### config.mk
export PLATFORM = sky130hd
export DESIGN_NAME = keypad_encoder_db
export DESIGN_NICKNAME = d
export VERILOG_FILES = /design/src/rtl/keypad_pkg.sv /design/src/rtl/keypad_encoder_db_sync2.sv /design/src/rtl/keypad_encoder_db.sv
export SDC_FILE = /design/constraint.sdc
export NUM_CORES = 1
export LEC_CHECK = 0
export CAP_MARGIN = 20
export CORE_MARGIN = 4
export CORE_UTILIZATION = 58
export DETAILED_ROUTE_END_ITERATION = 10
export PLACE_DENSITY = 0.89
export SYNTH_ARGS = -nofsm -noshare
export SYNTH_HDL_FRONTEND = slang
export SYNTH_SLANG_ARGS = --single-unit
### constraint.sdc
create_clock -name clk -period 6.98 [get_ports clk]
set_input_delay 2.094 -clock clk [delete_from_list [all_inputs] [get_ports clk]]
set_output_delay 2.094 -clock clk [all_outputs]
set_load 0.1 [all_outputs]
### src/rtl/keypad_pkg.sv
// Shared types and helper functions for the debounced keypad encoder.
package keypad_pkg;

    typedef enum logic [2:0] {
        IDLE,
        DEBOUNCE,
        PRESS,
        HOLD,
        RELEASE
    } state_t;

    // Widest keypad the helper functions accept; callers zero-extend into this.
    localparam int unsigned MAX_KEYS = 64;

    // Ceiling log2; clog2(1) = 0.
    function automatic int unsigned clog2(input int unsigned v);
        int unsigned r;
        r = 0;
        for (int unsigned i = 0; i < 32; i++) begin
            if ((64'(1) << i) < 64'(v)) begin
                r = i + 1;
            end
        end
        return r;
    endfunction

    // Highest set index among the first n bits; 0 when nothing is set.
    function automatic int unsigned prio_encode(input logic [MAX_KEYS-1:0] v,
                                                input int unsigned n);
        int unsigned r;
        r = 0;
        for (int unsigned i = 0; i < MAX_KEYS; i++) begin
            if (i < n && v[i]) begin
                r = i;
            end
        end
        return r;
    endfunction

    // True when more than one bit of v is set.
    function automatic logic multi_hot(input logic [MAX_KEYS-1:0] v);
        int unsigned c;
        c = 0;
        for (int unsigned i = 0; i < MAX_KEYS; i++) begin
            if (v[i]) begin
                c = c + 1;
            end
        end
        return (c > 1);
    endfunction

endpackage

### src/rtl/keypad_encoder_db_sync2.sv
// Per-bit two-flop synchroniser with asynchronous active-low reset.
module sync2 #(
    parameter int unsigned W = 1
) (
    input  logic         clk,
    input  logic         resetn,
    input  logic [W-1:0] d,
    output logic [W-1:0] q
);

    logic [W-1:0] meta;

    // Two back-to-back stages; only q is safe to use in the clk domain.
    always_ff @(posedge clk or negedge resetn) begin
        if (!resetn) begin
            meta <= '0;
            q    <= '0;
        end else begin
            meta <= d;
            q    <= meta;
        end
    end

endmodule

### src/rtl/keypad_encoder_db.sv
// Synchronised, debounced, priority-encoded keypad with load strobe and
// optional auto-repeat.
module keypad_encoder_db
    import keypad_pkg::*;
#(
    parameter int unsigned N_KEYS          = 10,
    parameter int unsigned DW              = 4,
    parameter int unsigned DEBOUNCE_CYCLES = 4,
    parameter int unsigned REPEAT_CYCLES   = 0
) (
    input  logic              clk,
    input  logic              resetn,
    input  logic [N_KEYS-1:0] keypad,
    input  logic              enablen,
    output logic [DW-1:0]     D,
    output logic              loadn,
    output logic              key_held,
    output logic              multi_key
);

    localparam int unsigned CW      = clog2(DEBOUNCE_CYCLES + 1);
    localparam int unsigned RW_RAW  = clog2(REPEAT_CYCLES + 1);
    localparam int unsigned RW      = (RW_RAW < 1) ? 1 : RW_RAW;
    localparam int unsigned CNT_L_I = (DEBOUNCE_CYCLES > 0) ? DEBOUNCE_CYCLES - 1 : 0;
    localparam int unsigned REP_L_I = (REPEAT_CYCLES > 0) ? REPEAT_CYCLES - 1 : 0;

    // cnt starts at 1 on the capturing sample, so the final accepted sample
    // is the one seen while cnt already holds DEBOUNCE_CYCLES-1.
    localparam logic [CW-1:0] CNT_ONE  = CW'(1);
    localparam logic [CW-1:0] CNT_LAST = CW'(CNT_L_I);
    localparam logic [RW-1:0] REP_LAST = RW'(REP_L_I);

    logic [N_KEYS-1:0] s;
    logic [N_KEYS-1:0] snap;
    state_t            state;
    logic [CW-1:0]     cnt;
    logic [RW-1:0]     rep;
    logic [CW-1:0]     cnt_inc;
    logic [RW-1:0]     rep_inc;

    sync2 #(
        .W(N_KEYS)
    ) u_sync (
        .clk   (clk),
        .resetn(resetn),
        .d     (keypad),
        .q     (s)
    );

    // Saturating increments so neither counter can wrap.
    always_comb begin
        cnt_inc = (cnt == '1) ? cnt : cnt + CW'(1);
        rep_inc = (rep == '1) ? rep : rep + RW'(1);
    end

    // Keypad FSM with counters and registered outputs.
    always_ff @(posedge clk or negedge resetn) begin
        if (!resetn) begin
            state     <= IDLE;
            snap      <= '0;
            cnt       <= '0;
            rep       <= '0;
            D         <= '0;
            loadn     <= 1'b1;
            key_held  <= 1'b0;
            multi_key <= 1'b0;
        end else begin
            loadn <= 1'b1;
            if (enablen) begin
                state    <= IDLE;
                cnt      <= '0;
                rep      <= '0;
                key_held <= 1'b0;
            end else begin
                unique case (state)
                    IDLE: begin
                        if (s != '0) begin
                            snap  <= s;
                            cnt   <= CNT_ONE;
                            state <= DEBOUNCE;
                        end
                    end
                    DEBOUNCE: begin
                        if (s == '0) begin
                            state <= IDLE;
                        end else if (s == snap) begin
                            cnt <= cnt_inc;
                            if (cnt >= CNT_LAST) begin
                                state <= PRESS;
                            end
                        end else begin
                            snap <= s;
                            cnt  <= CNT_ONE;
                        end
                    end
                    PRESS: begin
                        loadn     <= 1'b0;
                        D         <= DW'(prio_encode(MAX_KEYS'(snap), N_KEYS));
                        multi_key <= multi_hot(MAX_KEYS'(snap));
                        key_held  <= 1'b1;
                        rep       <= '0;
                        state     <= HOLD;
                    end
                    HOLD: begin
                        if (s == '0) begin
                            cnt   <= CNT_ONE;
                            state <= RELEASE;
                        end else if (REPEAT_CYCLES > 0) begin
                            rep <= rep_inc;
                            if (rep >= REP_LAST) begin
                                state <= PRESS;
                            end
                        end
                    end
                    RELEASE: begin
                        if (s != '0) begin
                            rep   <= '0;
                            state <= HOLD;
                        end else if (cnt >= CNT_LAST) begin
                            key_held <= 1'b0;
                            state    <= IDLE;
                        end else begin
                            cnt <= cnt_inc;
                        end
                    end
                    default: begin
                        state <= IDLE;
                    end
                endcase
            end
        end
    end

endmodule

==> results of run 1 <==
[power by group through the flow]
stage	registers (W)	logic [W]	clock network, W
5_1_grt	0.000294	0.000490	0.000209
2_1_floorplan	0.000298	0.000356	0
6_report	0.000292	0.000436	0.000193
3_3_place_gp	0.000294	0.000415	0
4_1_cts	0.000291	0.000438	0.000197
3_5_place_dp	0.000296	0.000434	0
[worst paths after layout]
| kind | cells after the start | to | slack, ns |
|---|---|---|---|
| worst max-delay path | 21 | multi_key | 1.50 |
| worst min-delay path | 0 | u_sync.q[3] | 0.35 |
| worst max register to register | 21 | multi_key | 1.50 |
| worst min register to register | 0 | u_sync.q[3] | 0.35 |
| max in group asynchronous | 1 | u_sync.meta[6] | 4.48 |
| min in group asynchronous | 1 | multi_key | 1.92 |
[cell type report]
cell class | instances | area (um2)
clock buffers | 6 | 82.58
clock inverters | 2 | 35.03
fillers | 337 | 1439
inverters | 11 | 41.29
multi-input cells | 193 | 1459
flip-flops and latches | 43 | 1077
well taps | 52 | 65.06
repair buffers | 19 | 185.2
[cells in the final DEF, fill, tap and decap left out, types with 3 or more instances in the layout]
| master | netlist | layout |
|---|---|---|
| a211oi_1 | 4 | 4 |
| a21oi_1 | 12 | 12 |
| a31oi_1 | 8 | 8 |
| clkbuf_8 | 0 | 6 |
| clkdlybuf4s50_1 | 0 | 18 |
| dfrtp_1 | 42 | 42 |
| ha_1 | 12 | 12 |
| inv_1 | 11 | 11 |
| mux2_2 | 13 | 13 |
| nand2_1 | 20 | 20 |
| nand2b_1 | 4 | 4 |
| nand3_1 | 7 | 7 |
| nand4_1 | 4 | 4 |
| nor2_1 | 18 | 18 |
| nor2b_1 | 4 | 4 |
| nor3_1 | 6 | 6 |
| nor3b_1 | 4 | 4 |
| nor4_1 | 3 | 3 |
| o21ai_0 | 9 | 9 |
| or2_2 | 5 | 5 |
| xnor2_1 | 15 | 15 |
| xor2_1 | 6 | 6 |
[cells by family (layout without fill, tap and decap cells)]
| logic type | after synthesis | count (layout) | synth area share, % |
|---|---|---|---|
| simple gates | 89 | 89 | 18.28 |
| mux | 14 | 14 | 5.919 |
| xor+xnor | 27 | 27 | 12.50 |
| buf+inv | 24 | 38 | 4.025 |
| compound gates | 51 | 51 | 12.83 |
| fa+ha+maj | 12 | 12 | 5.682 |
| flops | 43 | 43 | 40.77 |
[routing by layer]
| metal | track usage [%] | vias up | part of all wire [%] |
|---|---|---|---|
| li1 | - | 951 | - |
| met3 | 3.958 | 10 | 3.3 |
| met5 | 0 | - | 0 |
| met4 | 6.214 | 0 | 1.9 |
| met1 | 22.25 | 917 | 44 |
| met2 | 32.12 | 38 | 51 |
[through the flow]
stage               setup slack (ns)  total power [W]
floorplan                      2.025        0.0006547
global placement               1.777        0.0007096
detailed placement             1.503        0.0007298
CTS                            1.472        0.0009260
global route                   1.082        0.0009926
finish                         1.499        0.0009202
[worst register-to-register path, stage by stage (launching register included)]
cell     delay [ns]
dfrtp_1        0.44
inv_1          0.09
ha_1           0.44
xor3_2         0.58
ha_1           0.30
nand2_1        0.14
o21ai_0        0.12
ha_1           0.33
nand2_1        0.09
nand3_1        0.08
ha_1           0.27
inv_1          0.04
a32oi_1        0.24
ha_1           0.28
mux2_2         0.30
ha_1           0.35
mux2_2         0.29
ha_1           0.23
xnor2_1        0.13
nor3_1         0.15
o21ai_0        0.13
o32a_1         0.35
[synth_stat cells, types with 3 or more instances]
cell      number  area [um2]
a31oi_1        8       50.05
xor2_1         6       52.55
a21oi_1       12       60.06
nor2_1        18       67.56
nand3_1        7       35.03
ha_1          12       150.1
or2_2          5       31.28
nand2b_1       4       25.02
inv_1         11       41.29
buf_2          4       20.02
xnor2_1       15       131.4
o21ai_0        9       45.04
nor3_1         6       30.03
dfrtp_1       42        1051
clkbuf_1       7       26.28
nand4_1        4       25.02
mux2_2        13       146.4
nand2_1       20       75.07
nor3b_1        4       30.03
nor2b_1        4       25.02
a211oi_1       4       30.03
nor4_1         3       18.77
[sequential cells by signal, indices dropped and copies added (netlist names)]
signal,flops
D,4
u_sync.q,10
snap,10
state,3
key_held,1
loadn,1
multi_key,1
u_sync.meta,10
cnt,3
==> run metrics, run 1 <==
worst setup path start snap[1]; first drt pass iteration count 5; final hold slack 0.3496 ns; Slew headroom 35.03%; wire length of the first global-routing pass 7.962 mm; Total Routing Usage GR 18.29%; antenna violations before repair 0; Yosys warnings 0; drt drc 0; n_diodes 0; Logic pwr share 47.4%; post-route minimum period 5.481 ns; vias in the first global route 1,852; worst hold start u_sync.meta[3]; Clock Latency Late Sink 0.29 ns; row count 24; number of port buffers 19; Top FF cell, synth dfrtp_1; register bit total from synthesis 43; drt wl/cell 14.59 um; endpoints failing hold 0; clk sinks 43; die width 75.50 um; Fin Clk Skew 0.006165 ns; PD cells 312.4 nW/um2; Pleak 1.215 nW; placed instance area 2828 um2; Max Root-Sink Buffers 2; most used cell, CP ha_1; reg-to-reg critical path startpoint snap[1]; antenna viol nets, final 0; largest net degree at the start of global routing 44; Post-Syn Area 2643 um2; drt total wl 4.755 mm; Slew Viols, Final 0; status complete, no violations; CP Buf/Inv Count 2; CP Max Fanout 8; die footprint 5700 um2; Switching Share 36.87%; syn_nets 285; Yosys cell types 55; fmax 182.4 MHz; Worst Hold Class reg2reg; placed cell count 318; P_sw 0.0003393 W; 1st-iter DRT viols 71; Setup TNS 0 ns; Crit path max-delay family adder cells; Seq/Total Area, Yosys 40.77%; global route overflow 0; Vias/cell 5.877; syn_area_per_cell 10.16 um2; nature of the critical path startpoint flip-flop; Worst-Margin Slew 0.9715 ns; die height 75.50 um; placed wire-length estimate 3.569 mm; IO Pins 20; clock root buffer master clkbuf_8; Resize count post-CTS 0; Critical Path, Cell by Cell inv_1 > ha_1 > xor3_2 > ha_1 > nand2_1 > o21ai_0 > ha_1 > nand2_1 > nand3_1 > ha_1 > inv_1 > a32oi_1 > ha_1 > mux2_2 > ha_1 > mux2_2 > ha_1 > xnor2_1 > nor3_1 > o21ai_0 > o32a_1; Int Power 0.0005809 W; CP Class reg2reg; layout cell share with drive strength beyond 1 12.77%; Final Setup Violations 0; Post-Synthesis Cells 260; RSZ-0062 raised after global routing no; Seq pwr share 31.7%; core box area 4384 um2; Max Cap Viol 0; final core occ 67.18%; Worst IR Drop VDD 192.6 uV; P&R area growth vs syn 11.46%; vias post-DR 1,916; crit share post-route 78.53%; final cell count without fillers 326; CTS tree built; Final Cell Area 2945 um2; slowest cell delay on critical path 0.58 ns; CP Capture Type flip-flop; CP Data Arrival Time 5.65 ns; Post-synth EDFFs 0; Critical-path top delay cell xor3_2; GPL Wtd Cong 0.8314; Max H-tree Level 2; nets@finish 298; Initial Util 60.27%; Num CTS Buffers 5; Reg clk slew, reported paths 0.08 ns; Clock Power Share 21.0%; Critical Path RT 7.15 ns; Hold Buf Count CTS 0; ys async rst share 100.0%; Post-CTS Setup Bufs 0
Power figures use the tool's default switching activity.
==> inputs of run 2 (changes only) <==
CORE_UTILIZATION = 53   (was 58)
PLACE_DENSITY = 0.86   (was 0.89)
clock period = 4.8 ns   (was 6.98 ns; I/O delays follow)
==> run 2 against run 1 <==
Sequential power up 43%. Critical endpoint unchanged. Clock skew down 0.0027 ns. Count of clock-buffer cells in the layout down 1.
==> run metrics, run 2 (synthesis gave the netlist of run 1 again) <==
1st-iter DRT viols 108; Fin Clk Skew 0.003462 ns; n_diodes 0; busiest grt layer met2; antenna violations before repair 0; Max Root-Sink Buffers 2; endpoints failing hold 0; Vias/cell 5.785; Worst IR Drop VDD 288.1 uV; number of port buffers 19; final worst setup slack 0.05478 ns; Clock Latency Late Sink 0.30 ns; most used cell, CP ha_4; first drt pass iteration count 4; final hold slack 0.3505 ns; slowest cell delay on critical path 0.41 ns; met1 Use GR 21.96%; drt total wl 5.464 mm; Final Setup Violations 0; Critical Path RT 4.98 ns; core box area 4786 um2; Total Routing Usage GR 18.77%; Critical-path top delay cell dfrtp_1; CP Capture Type flip-flop; vias in the first global route 2,036; CP Class reg2reg; Worst-Margin Slew 0.9823 ns; wire length of the first global-routing pass 9.211 mm; Num CTS Buffers 5; Power, Total 0.001805 W; row count 25; Pleak 1.331 nW; Slew headroom 34.31%; Multi-input gate area 1592 um2; CTS tree built; drt wl/cell 15.26 um; layout cell share with drive strength beyond 1 24.74%; met3 Usage GRT 3.326%; most frequent cells in the layout 42 x dfrtp_1, 18 x nor2_1, 18 x clkdlybuf4s50_1, 17 x nand2_1, 16 x buf_4; crit share post-route 98.86%; GPL Wtd Cong 0.8446; IO Pins 20; PD cells 554.6 nW/um2; post-route minimum period 4.745 ns; M2 GR Usage 32.85%; P&R area growth vs syn 23.20%; Critical Path, Cell by Cell inv_2 > ha_4 > xor2_2 > xor2_1 > a21oi_2 > ha_4 > nand2_2 > o21ai_1 > ha_1 > nand2_2 > nand3_2 > ha_4 > inv_2 > a32oi_2 > ha_1 > mux2_4 > ha_4 > mux2_4 > ha_4 > xnor2_2 > nor3_2 > o21ai_1 > o32a_1; vias post-DR 2,071; storage element area 1077 um2; nets@finish 315; Reg clk slew, reported paths 0.08 ns; antenna viol nets, final 0; status complete, no violations; RSZ-0062 raised after global routing yes; total of fill cells in the finished design 367; Top Registers snap (10), u_sync.meta (10), u_sync.q (10); Max H-tree Level 2; commonest non-fill, non-tap cell in the layout dfrtp_1; Max Cap Viol 0; clock root buffer master clkbuf_8; Slew Viols, Final 0; clk sinks 43; CP Buf/Inv Count 2; CP Max Fanout 3; nature of the critical path startpoint flip-flop; die width 78.61 um; drt drc 0; CP Data Arrival Time 4.93 ns; Crit path max-delay family adder cells; pre-CTS setup slack -0.1808 ns; largest net degree at the start of global routing 44; die height 78.61 um; die footprint 6180 um2; global route overflow 0; Worst Hold Class reg2reg; Initial Util 55.22%; placed wire-length estimate 3.726 mm; fmax 210.7 MHz
run 2: metrics by stage:
| step | TNS (ns) | instance area, um2 | cells | utilization (%) |
|---|---|---|---|---|
| after floorplan | 0 | 2673 | 260 | - |
| after global placement | 0 | 2937 | 341 | 61.36 |
| after detailed placement | -0.1808 | 2937 | 341 | 61.36 |
| after CTS | 0 | 3154 | 352 | 65.91 |
| after global routing | -0.1061 | 3256 | 358 | 68.03 |
| final | 0 | 3256 | 358 | 68.03 |
run 2: final timing paths:
path / from / end / slack, ns / cells after the start
min in group asynchronous: resetn / state[1] / 1.27 / 1
max: snap[1] / multi_key / 0.05 / 23
min reg2reg: u_sync.meta[8] / u_sync.q[8] / 0.35 / 0
max reg2reg: snap[1] / multi_key / 0.05 / 23
min: u_sync.meta[8] / u_sync.q[8] / 0.35 / 0
max in group asynchronous: resetn / u_sync.meta[9] / 2.97 / 1
run 2: layout make-up:
| type | instances | share of cell area, % |
|---|---|---|
| Tap cell | 67 | 2.575 |
| Clock inverter | 3 | 2.075 |
| Inverter | 11 | 1.268 |
| Clock buffer | 5 | 2.114 |
| Multi-Input combinational cell | 193 | 48.89 |
| Sequential cell | 43 | 33.09 |
| Timing Repair Buffer | 36 | 9.992 |
run 2: repair_timing:
item / 4_1_cts / 5_1_grt
hold buffers: 0 / 0
setup buffers: 4 / 6
gates resized for setup: 15 / 7
cloned: 0 / 0
pin swaps: 9 / 14
setup endpoints to repair: 1 / 1
run 2: power by group:
part	leakage (nW)	switching [W]	internal, W
Clock	0.0644	0.000120	0.000207
Combinational	0.751	0.000505	0.000554
Sequential	0.515	0.0000356	0.000384
Total	1.33	0.000661	0.00114
run 2: layer usage:
metal  vias up  routed length, um
met1      1019               2254
met5         -                  0
met4         0                178
met3        20                194
met2        46               2836
li1        986                  -
